[src/rtl/snake_pkg.sv]
// snake_pkg
// Shared constants and types for the Snake game blocks: screen size,
// grid geometry (cell size as a shift, column and row counts), the LFSR
// feedback mask, and the pixel coordinate type used on the VGA side.
package snake_pkg;

  localparam int SCREEN_W   = 640;
  localparam int SCREEN_H   = 480;
  localparam int CELL_SHIFT = 4;
  localparam int COLS       = 40;
  localparam int ROWS       = 30;

  // Taps for x^16 + x^14 + x^13 + x^11 + 1 in right-shifting Galois form
  localparam logic [15:0] LFSR_MASK = 16'hB400;

  typedef logic [9:0] coord_t;

endpackage

[src/rtl/lfsr16.sv]
// lfsr16
// 16-bit right-shifting Galois LFSR that steps every clock. A synchronous
// reset returns it to SEED. A load overrides the step for that cycle.
// Ports:
//   clk        - clock, all state updates on the rising edge
//   rst        - synchronous active-high reset to SEED
//   load_en    - when high, the next state is load_value instead of the step
//   load_value - replacement state; the caller keeps it nonzero
//   state      - current LFSR contents
module lfsr16
  import snake_pkg::*;
#(
  parameter logic [15:0] SEED = 16'hACE1
) (
  input  logic        clk,
  input  logic        rst,
  input  logic        load_en,
  input  logic [15:0] load_value,
  output logic [15:0] state
);

  logic [15:0] lfsr_q;
  logic [15:0] lfsr_d;

  // The bit falling off the right end decides whether the taps are applied
  always_comb begin
    lfsr_d = {1'b0, lfsr_q[15:1]};
    if (lfsr_q[0]) begin
      lfsr_d = lfsr_d ^ LFSR_MASK;
    end
    if (load_en) begin
      lfsr_d = load_value;
    end
  end

  always_ff @(posedge clk) begin
    if (rst) begin
      lfsr_q <= SEED;
    end else begin
      lfsr_q <= lfsr_d;
    end
  end

  assign state = lfsr_q;

endmodule

[src/rtl/snake_random_box.sv]
// snake_random_box
// Places the Snake food box at a pseudo-random grid-aligned pixel position.
// A free-running LFSR is sampled on each rising edge of I_drive and folded
// into the column/row range; the result is scaled up to pixels.
// Ports:
//   I_clk   - system clock
//   I_rst   - synchronous active-high reset; outputs return to screen centre
//   I_load  - while high, reseeds the LFSR from the free-running cycle counter
//   I_drive - request strobe; its rising edge produces a new position
//   O_box_x - box top-left x in pixels, multiple of the cell size
//   O_box_y - box top-left y in pixels, multiple of the cell size
// Optional feature macro: RANDOM_BOX_BORDER_EN keeps the box off the outer
// ring of wall cells.
module snake_random_box #(
  parameter logic [15:0] SEED       = 16'hACE1,
  parameter int          CELL_SHIFT = snake_pkg::CELL_SHIFT,
  parameter int          COLS       = snake_pkg::COLS,
  parameter int          ROWS       = snake_pkg::ROWS
) (
  input  logic       I_clk,
  input  logic       I_rst,
  input  logic       I_load,
  input  logic       I_drive,
  output logic [9:0] O_box_x,
  output logic [9:0] O_box_y
);

  import snake_pkg::*;

`ifdef RANDOM_BOX_BORDER_EN
  localparam int NX     = COLS - 2;
  localparam int NY     = ROWS - 2;
  localparam int OFFSET = 1;
`else
  localparam int NX     = COLS;
  localparam int NY     = ROWS;
  localparam int OFFSET = 0;
`endif

  localparam int XW = $clog2(NX);
  localparam int YW = $clog2(NY);

  logic [15:0]   lfsr;
  logic [15:0]   cnt_q;
  logic [15:0]   cnt_d;
  logic          drive_prev_q;
  logic          drive_prev_d;
  coord_t        box_x_q;
  coord_t        box_x_d;
  coord_t        box_y_q;
  coord_t        box_y_d;
  logic          gen;
  logic [XW-1:0] vx;
  logic [XW-1:0] cx;
  logic [YW-1:0] vy;
  logic [YW-1:0] cy;
  logic          unused_bits;

  // Reseed value forces bit 0 high so the LFSR can never be loaded with zero
  lfsr16 #(
    .SEED(SEED)
  ) u_lfsr (
    .clk       (I_clk),
    .rst       (I_rst),
    .load_en   (I_load),
    .load_value({cnt_q[15:1], 1'b1}),
    .state     (lfsr)
  );

  // The field is less than twice the range, so one conditional subtract folds
  // it into range without a divider
  always_comb begin
    vx = lfsr[XW-1:0];
    vy = lfsr[8 +: YW];
    cx = (vx >= XW'(NX)) ? vx - XW'(NX) : vx;
    cy = (vy >= YW'(NY)) ? vy - YW'(NY) : vy;

    gen          = I_drive & ~drive_prev_q;
    cnt_d        = cnt_q + 16'd1;
    drive_prev_d = I_drive;
    box_x_d      = box_x_q;
    box_y_d      = box_y_q;
    if (gen) begin
      box_x_d = (coord_t'(cx) + coord_t'(OFFSET)) << CELL_SHIFT;
      box_y_d = (coord_t'(cy) + coord_t'(OFFSET)) << CELL_SHIFT;
    end
  end

  always_ff @(posedge I_clk) begin
    if (I_rst) begin
      cnt_q        <= 16'd0;
      drive_prev_q <= 1'b0;
      box_x_q      <= coord_t'(SCREEN_W / 2);
      box_y_q      <= coord_t'(SCREEN_H / 2);
    end else begin
      cnt_q        <= cnt_d;
      drive_prev_q <= drive_prev_d;
      box_x_q      <= box_x_d;
      box_y_q      <= box_y_d;
    end
  end

  // Only some LFSR bits feed the mapping and the reseed ignores cnt bit 0
  assign unused_bits = ^{lfsr, cnt_q[0]};

  assign O_box_x = box_x_q;
  assign O_box_y = box_y_q;

endmodule

[config.mk]
export PLATFORM = sky130hd
export DESIGN_NAME = snake_random_box
export DESIGN_NICKNAME = d
export VERILOG_FILES = /design/src/rtl/snake_pkg.sv /design/src/rtl/lfsr16.sv /design/src/rtl/snake_random_box.sv
export SDC_FILE = /design/constraint.sdc
export NUM_CORES = 1
export LEC_CHECK = 0
export ABC_AREA = 1
export BUFFER_PORTS_ARGS = -buffer_cell sky130_fd_sc_hd__buf_2
export CELL_PAD_IN_SITES_DETAIL_PLACEMENT = 0
export CELL_PAD_IN_SITES_GLOBAL_PLACEMENT = 1
export CORE_MARGIN = 5
export CORE_UTILIZATION = 41
export CTS_CLUSTER_DIAMETER = 200
export DETAILED_ROUTE_END_ITERATION = 10
export MAX_ROUTING_LAYER = met4
export PLACE_DENSITY_LB_ADDON = 0.1
export SETUP_SLACK_MARGIN = 0.3
export SYNTH_ARGS = -nofsm -noshare
export SYNTH_HDL_FRONTEND = slang
export SYNTH_HIERARCHICAL = 1
export SYNTH_SLANG_ARGS = --single-unit
[constraint.sdc]
create_clock -name I_clk -period 1.3 [get_ports I_clk]
set_input_delay 0.065 -clock I_clk [delete_from_list [all_inputs] [get_ports I_clk]]
set_output_delay 0.065 -clock I_clk [all_outputs]
set_load 0.02 [all_outputs]
Word-level counts from Yosys, hierarchy flattened

Cells that the tools add are included.

$add $sub $neg: 3
Multipliers: 0
Divide/modulo/power cells: 0
$lt $le $gt $ge: 2
Equality and inequality tests: 0
Shifts and indexed selects: 0
Mux-type cells: 4
Bitwise logic cells: 3
Reduce and logical (&&, ||, !) cells: 1

Operators by type and width:

| operator                                      | number |
|---|---|
| 2-to-1 mux 16 bit                             | 2 |
| adder 16 x 1 -> 16 bit, second input constant | 1 |
| >= comparator 6 bit, second input constant    | 1 |
| 2-to-1 mux 6 bit                              | 1 |
| subtractor 6 bit, second input constant       | 1 |
| >= comparator 5 bit, second input constant    | 1 |
| 2-to-1 mux 5 bit                              | 1 |
| subtractor 5 bit, second input constant       | 1 |
| NOT 3 -> 4 bit                                | 1 |
| OR reduction 2 bit                            | 1 |
| AND 1 bit                                     | 1 |
| NOT 1 bit                                     | 1 |

Register bits: 44
Latch bits: 0
RAM bits: 0
Bits in read-only memories: 0
Input bits: 4
Output and inout port bits: 20
Memories kept: 0

Longest topological paths before layout

Word-level depth: 3
Mapped depth: 7

Hierarchy

Netlist, hierarchy kept.

By module, submodules not included:

| module           | times used | cells an instance | area each (um2) |
|---|---|---|---|
| snake_random_box | 1          | 204               | 1,400.1 |
| lfsr16           | 1          | 82                | 609.3 |

Worst setup path before layout

No wires, ideal clock.

Path type: flip-flop to flip-flop
Start: register cnt_q[0]
End: register cnt_q[8]
Library setup time: 113 ps
Arrival: 1,064 ps
Required time: 1,187 ps
Path slack: 123 ps
Cell stages (with the launch flop): 7
Path buffers: 0
Period minus slack after synthesis: 1,177 ps
Cells stage by stage: dfxtp_1 > ha_1 > nand3_1 > nor3_1 > nand2_1 > nand2_1 > nor2_1

Cells in the longest elaborated chain, start to end: 1

Ends and longest elaborated chain:

| what                   | RTL line               | RTL |
|---|---|---|
| start, declared        | snake_random_box.sv:44 | `logic [15:0] cnt_q;` |
| start signal, assigned | snake_random_box.sv:96 | `cnt_q <= cnt_d;` |
| adder 16 x 1 -> 16 bit | snake_random_box.sv:79 | `cnt_d = cnt_q + 16'd1;` |

Every way passes these cells.
A chain may end at the register's enable or synchronous reset.

Worst setup path in the final report

Start: register cnt_q[0]
End: register cnt_q[7]

The elaborated chain is that of the path after synthesis.

==> results by group <==
Synthesis
  – Most frequent cell after synthesis: sky130_fd_sc_hd__nand2_1
  – Mapped Area: about 2000 sq um
  – Number of synthesized register bits: 44
  – Mean area per synthesized cell: about 7 sq um
  – Top cell type's share of synthesized area: ~44%
  – FFs w/ async S/R, synth: 0%
  – Synthesized netlist cell count: roughly 290
  – Sequential fraction of the synthesis area: between 40% and 50%
  – Cell type with the largest total area after synthesis: sky130_fd_sc_hd__dfxtp_1
  – Number of unique standard cell types used by synthesis: 25
  – Cell types with the largest area share after synthesis: sky130_fd_sc_hd__dfxtp_1 (44%), sky130_fd_sc_hd__nand2_1 (13%), sky130_fd_sc_hd__nor2_1 (7.3%), sky130_fd_sc_hd__inv_1 (6.9%), sky130_fd_sc_hd__nand3_1 (5.0%)
  – Number of synthesis warnings: 6
  – Post-synth top flop: sky130_fd_sc_hd__dfxtp_1
  – Top cells by count, synth: sky130_fd_sc_hd__nand2_1 (68), sky130_fd_sc_hd__dfxtp_1 (44), sky130_fd_sc_hd__nor2_1 (39)
  – Number of enable-type register cells in the synthesized netlist: 0

Power
  – Peak supply drop: around 0.00045 V
  – Internal Power: about 2.1 mW
  – Sequential share of power: 51.2%
  – Leakage power total: about 1.2 nW
  – Proportion of power drawn by the clock network: ~37%
  – Switch share: between 20 and 30%
  – Pwr dens: roughly 1100 nW/um^2
  – Logic gate share of total power: between 10% and 20%
  – Power spent charging and discharging nets: between 0.7 and 0.8 mW

Global route
  – Number of antenna violations at the first check in global routing: 0
  – Pin count of the biggest net entering global routing: 21
  – Wire length of the first global-routing pass: between 7 and 8 mm
  – All-Layer GR Usage: ~16%
  – Vias in the first global route: ~1,600
  – Total congestion overflow: 0

Layout
  – Number of filler cells placed in the layout: approximately 490
  – Cell area after layout: ~2600 sq um
  – Antenna diode count: 0
  – Final nets: between 300 and 400
  – Non-filler cells in the finished layout: around 390
  – Share of final-layout standard cells stronger than drive strength 1: around a third
  – Area added between synthesis and finish: 30.26%
  – Post-route core utilization: between 50% and 60%

Floorplanning
  – DIE AREA: 6401 sq um
  – Initial core utilization: between 40% and 50%
  – Die height: 80.01 um
  – Number of I/O pins: 24
  – Number of placement rows: 25
  – Area of the placeable core: 4755 sq um
  – Horizontal die dimension: between 80 and 90 um

Clock tree
  – Clock tree from TritonCTS: built
  – Clock-pin transition on the worst setup and hold timing paths: 0.08 ns
  – Number of levels the H-tree was split into: 2
  – Worst skew pair latency: 0.30 ns
  – Number of clock buffers inserted by TritonCTS: 5
  – Maximum clock insertion buffer count: 2
  – Cell at the root of the clock tree: sky130_fd_sc_hd__clkbuf_8
  – TritonCTS sink count: 44

Routing
  – DR vias: between 1,500 and 2,000
  – Remaining DRCs: 0
  – Detailed Route Iter0 Violations: around 100
  – Detailed Route WL: 4.678 mm
  – Mean routed wirelength per cell: 12.09 um
  – Number of vias per cell after detailed routing: 4.610
  – Post-DRT Antenna Nets: 0
  – First-pass DRT Iterations: 4

STA
  – Setup WS post-layout: around 0.22 ns
  – Clock tree skew after final layout: slightly above 0.006 ns
  – Max Fclk: 927.2 MHz
  – Total negative slack: 0 ns
  – Hold Violations, Final: 0
  – Min Tclk post-route: 1.079 ns
  – Count of final setup violators: 0
  – Share of the cycle needed by the critical path after routing: 82.96%
  – RSZ-0062 raised after global routing: true
  – Number of max-slew violations in the final report: 0

Placement
  – Number of input and output port buffers inserted: 14
  – Placed Cells: 360
  – Routability-driven placement congestion ratio: 0.7568
  – Post-detailed-placement cell area: between 2000 and 2500 sq um
  – Post-DP HPWL: a little over 3 mm
  – Post-placement worst setup slack: around 0.16 ns

Critical path
  – Endpoint type of the worst setup path: flip-flop
  – Worst Path Arrival: approximately 1.3 ns
  – Required time worst endpoint: roughly 1.5 ns
  – Maximum net fanout on the critical path: 4
  – Path type of the worst setup path: flip-flop to flip-flop
  – Setup crit start kind: flip-flop

Outcome
  – Outcome: finished clean

Worst hold path
  – Type of the most critical hold path: input port to flip-flop

Flow run
  – Max Cap Violations: 0
## cell usage in the layout (no fill, tap or decap), types with 5 or more instances in the layout
cell and count:
sky130_fd_sc_hd__dfxtp_4 11, sky130_fd_sc_hd__nor2_4 5, sky130_fd_sc_hd__buf_4 12, sky130_fd_sc_hd__inv_2 6, sky130_fd_sc_hd__nand2_2 5, sky130_fd_sc_hd__conb_1 10
sky130_fd_sc_hd__nand3_1 13, sky130_fd_sc_hd__o21ai_0 14, sky130_fd_sc_hd__dfxtp_2 9, sky130_fd_sc_hd__nand2_1 62, sky130_fd_sc_hd__buf_6 6, sky130_fd_sc_hd__nor2_2 5
sky130_fd_sc_hd__nand3_2 5, sky130_fd_sc_hd__a21oi_1 18, sky130_fd_sc_hd__clkbuf_8 5, sky130_fd_sc_hd__nor2_1 34, sky130_fd_sc_hd__inv_1 31, sky130_fd_sc_hd__dfxtp_1 24
sky130_fd_sc_hd__buf_2 15
## worst paths after layout
kind / from / end / slack, ns / depth (start not counted)
worst max-delay path: cnt_q[0] / cnt_q[7] / 0.22 / 5
worst min-delay path: I_load / u_lfsr/state[7] / 0.18 / 3
worst max register to register: cnt_q[0] / cnt_q[7] / 0.22 / 5
worst min register to register: u_lfsr/state[6] / u_lfsr/state[5] / 0.44 / 2
## stage by stage
stage / power, mW / hold WS [ns]
after CTS: 2.861 / 0.1691
after global routing: 2.986 / 0.2062
after global placement: 1.782 / 0.2815
after detailed placement: 1.784 / 0.2915
final: 2.851 / 0.1780
after floorplan: 1.730 / 0.1605
## layout make-up
type	instances	area [sq um]	area share, %
multi-input combinational	195	1085	41.44
sequential	44	933.4	35.66
timing repair buffer	35	262.8	10.04
inverter	38	145.1	5.545
tap	67	83.83	3.203
clock buffer	6	72.57	2.772
clock inverter	2	35.03	1.338
## critical path: stages (launching register included)
cell and delay [ns]:
sky130_fd_sc_hd__dfxtp_4 0.39, sky130_fd_sc_hd__nand3_4 0.11, sky130_fd_sc_hd__buf_12 0.14, sky130_fd_sc_hd__nor2_4 0.12, sky130_fd_sc_hd__nand2_1 0.05, sky130_fd_sc_hd__nor3b_2 0.14
## timing repair
action | CTS | global route
setup buffers | 10 | 7
setup endpoints to repair | 18 | 20
hold endpoints to repair | 1 | 0
resized for setup | 44 | 27
pin swaps | 12 | 9
gates cloned | 1 | 0
hold buffers | 1 | 0
## state kept, by name, indices dropped and copies added (netlist names)
| name | flops |
|---|---|
| cnt_q | 16 |
| u_lfsr/state | 16 |
| O_box_x | 6 |
| O_box_y | 5 |
| drive_prev_q | 1 |
## routing by layer
layer	up-vias	part of all wire (%)	track usage [%]
met5	-	0	-
met4	0	1.3	5.405
met3	7	2.9	3.837
met2	18	48	26.24
met1	820	47	18.67
li1	939	-	-
## logic make-up (layout without fill, tap and decap cells)
family	after synthesis	after routing	synth area share, %
fa+ha+maj	3	3	1.868
flops	44	44	43.84
buf+inv	55	81	12.83
compound gates	38	38	9.714
other cells	2	10	0.3737
simple gates	141	141	30.07
xor+xnor	3	3	1.308
## power by group through the flow
stage	registers (mW)	logic, mW	clock network (mW)
2_1_floorplan	1.52	0.206	0
3_3_place_gp	1.50	0.283	0
3_5_place_dp	1.50	0.284	0
4_1_cts	1.47	0.321	1.07
5_1_grt	1.47	0.396	1.12
6_report	1.46	0.352	1.04
(Power assumes the default switching activity.)
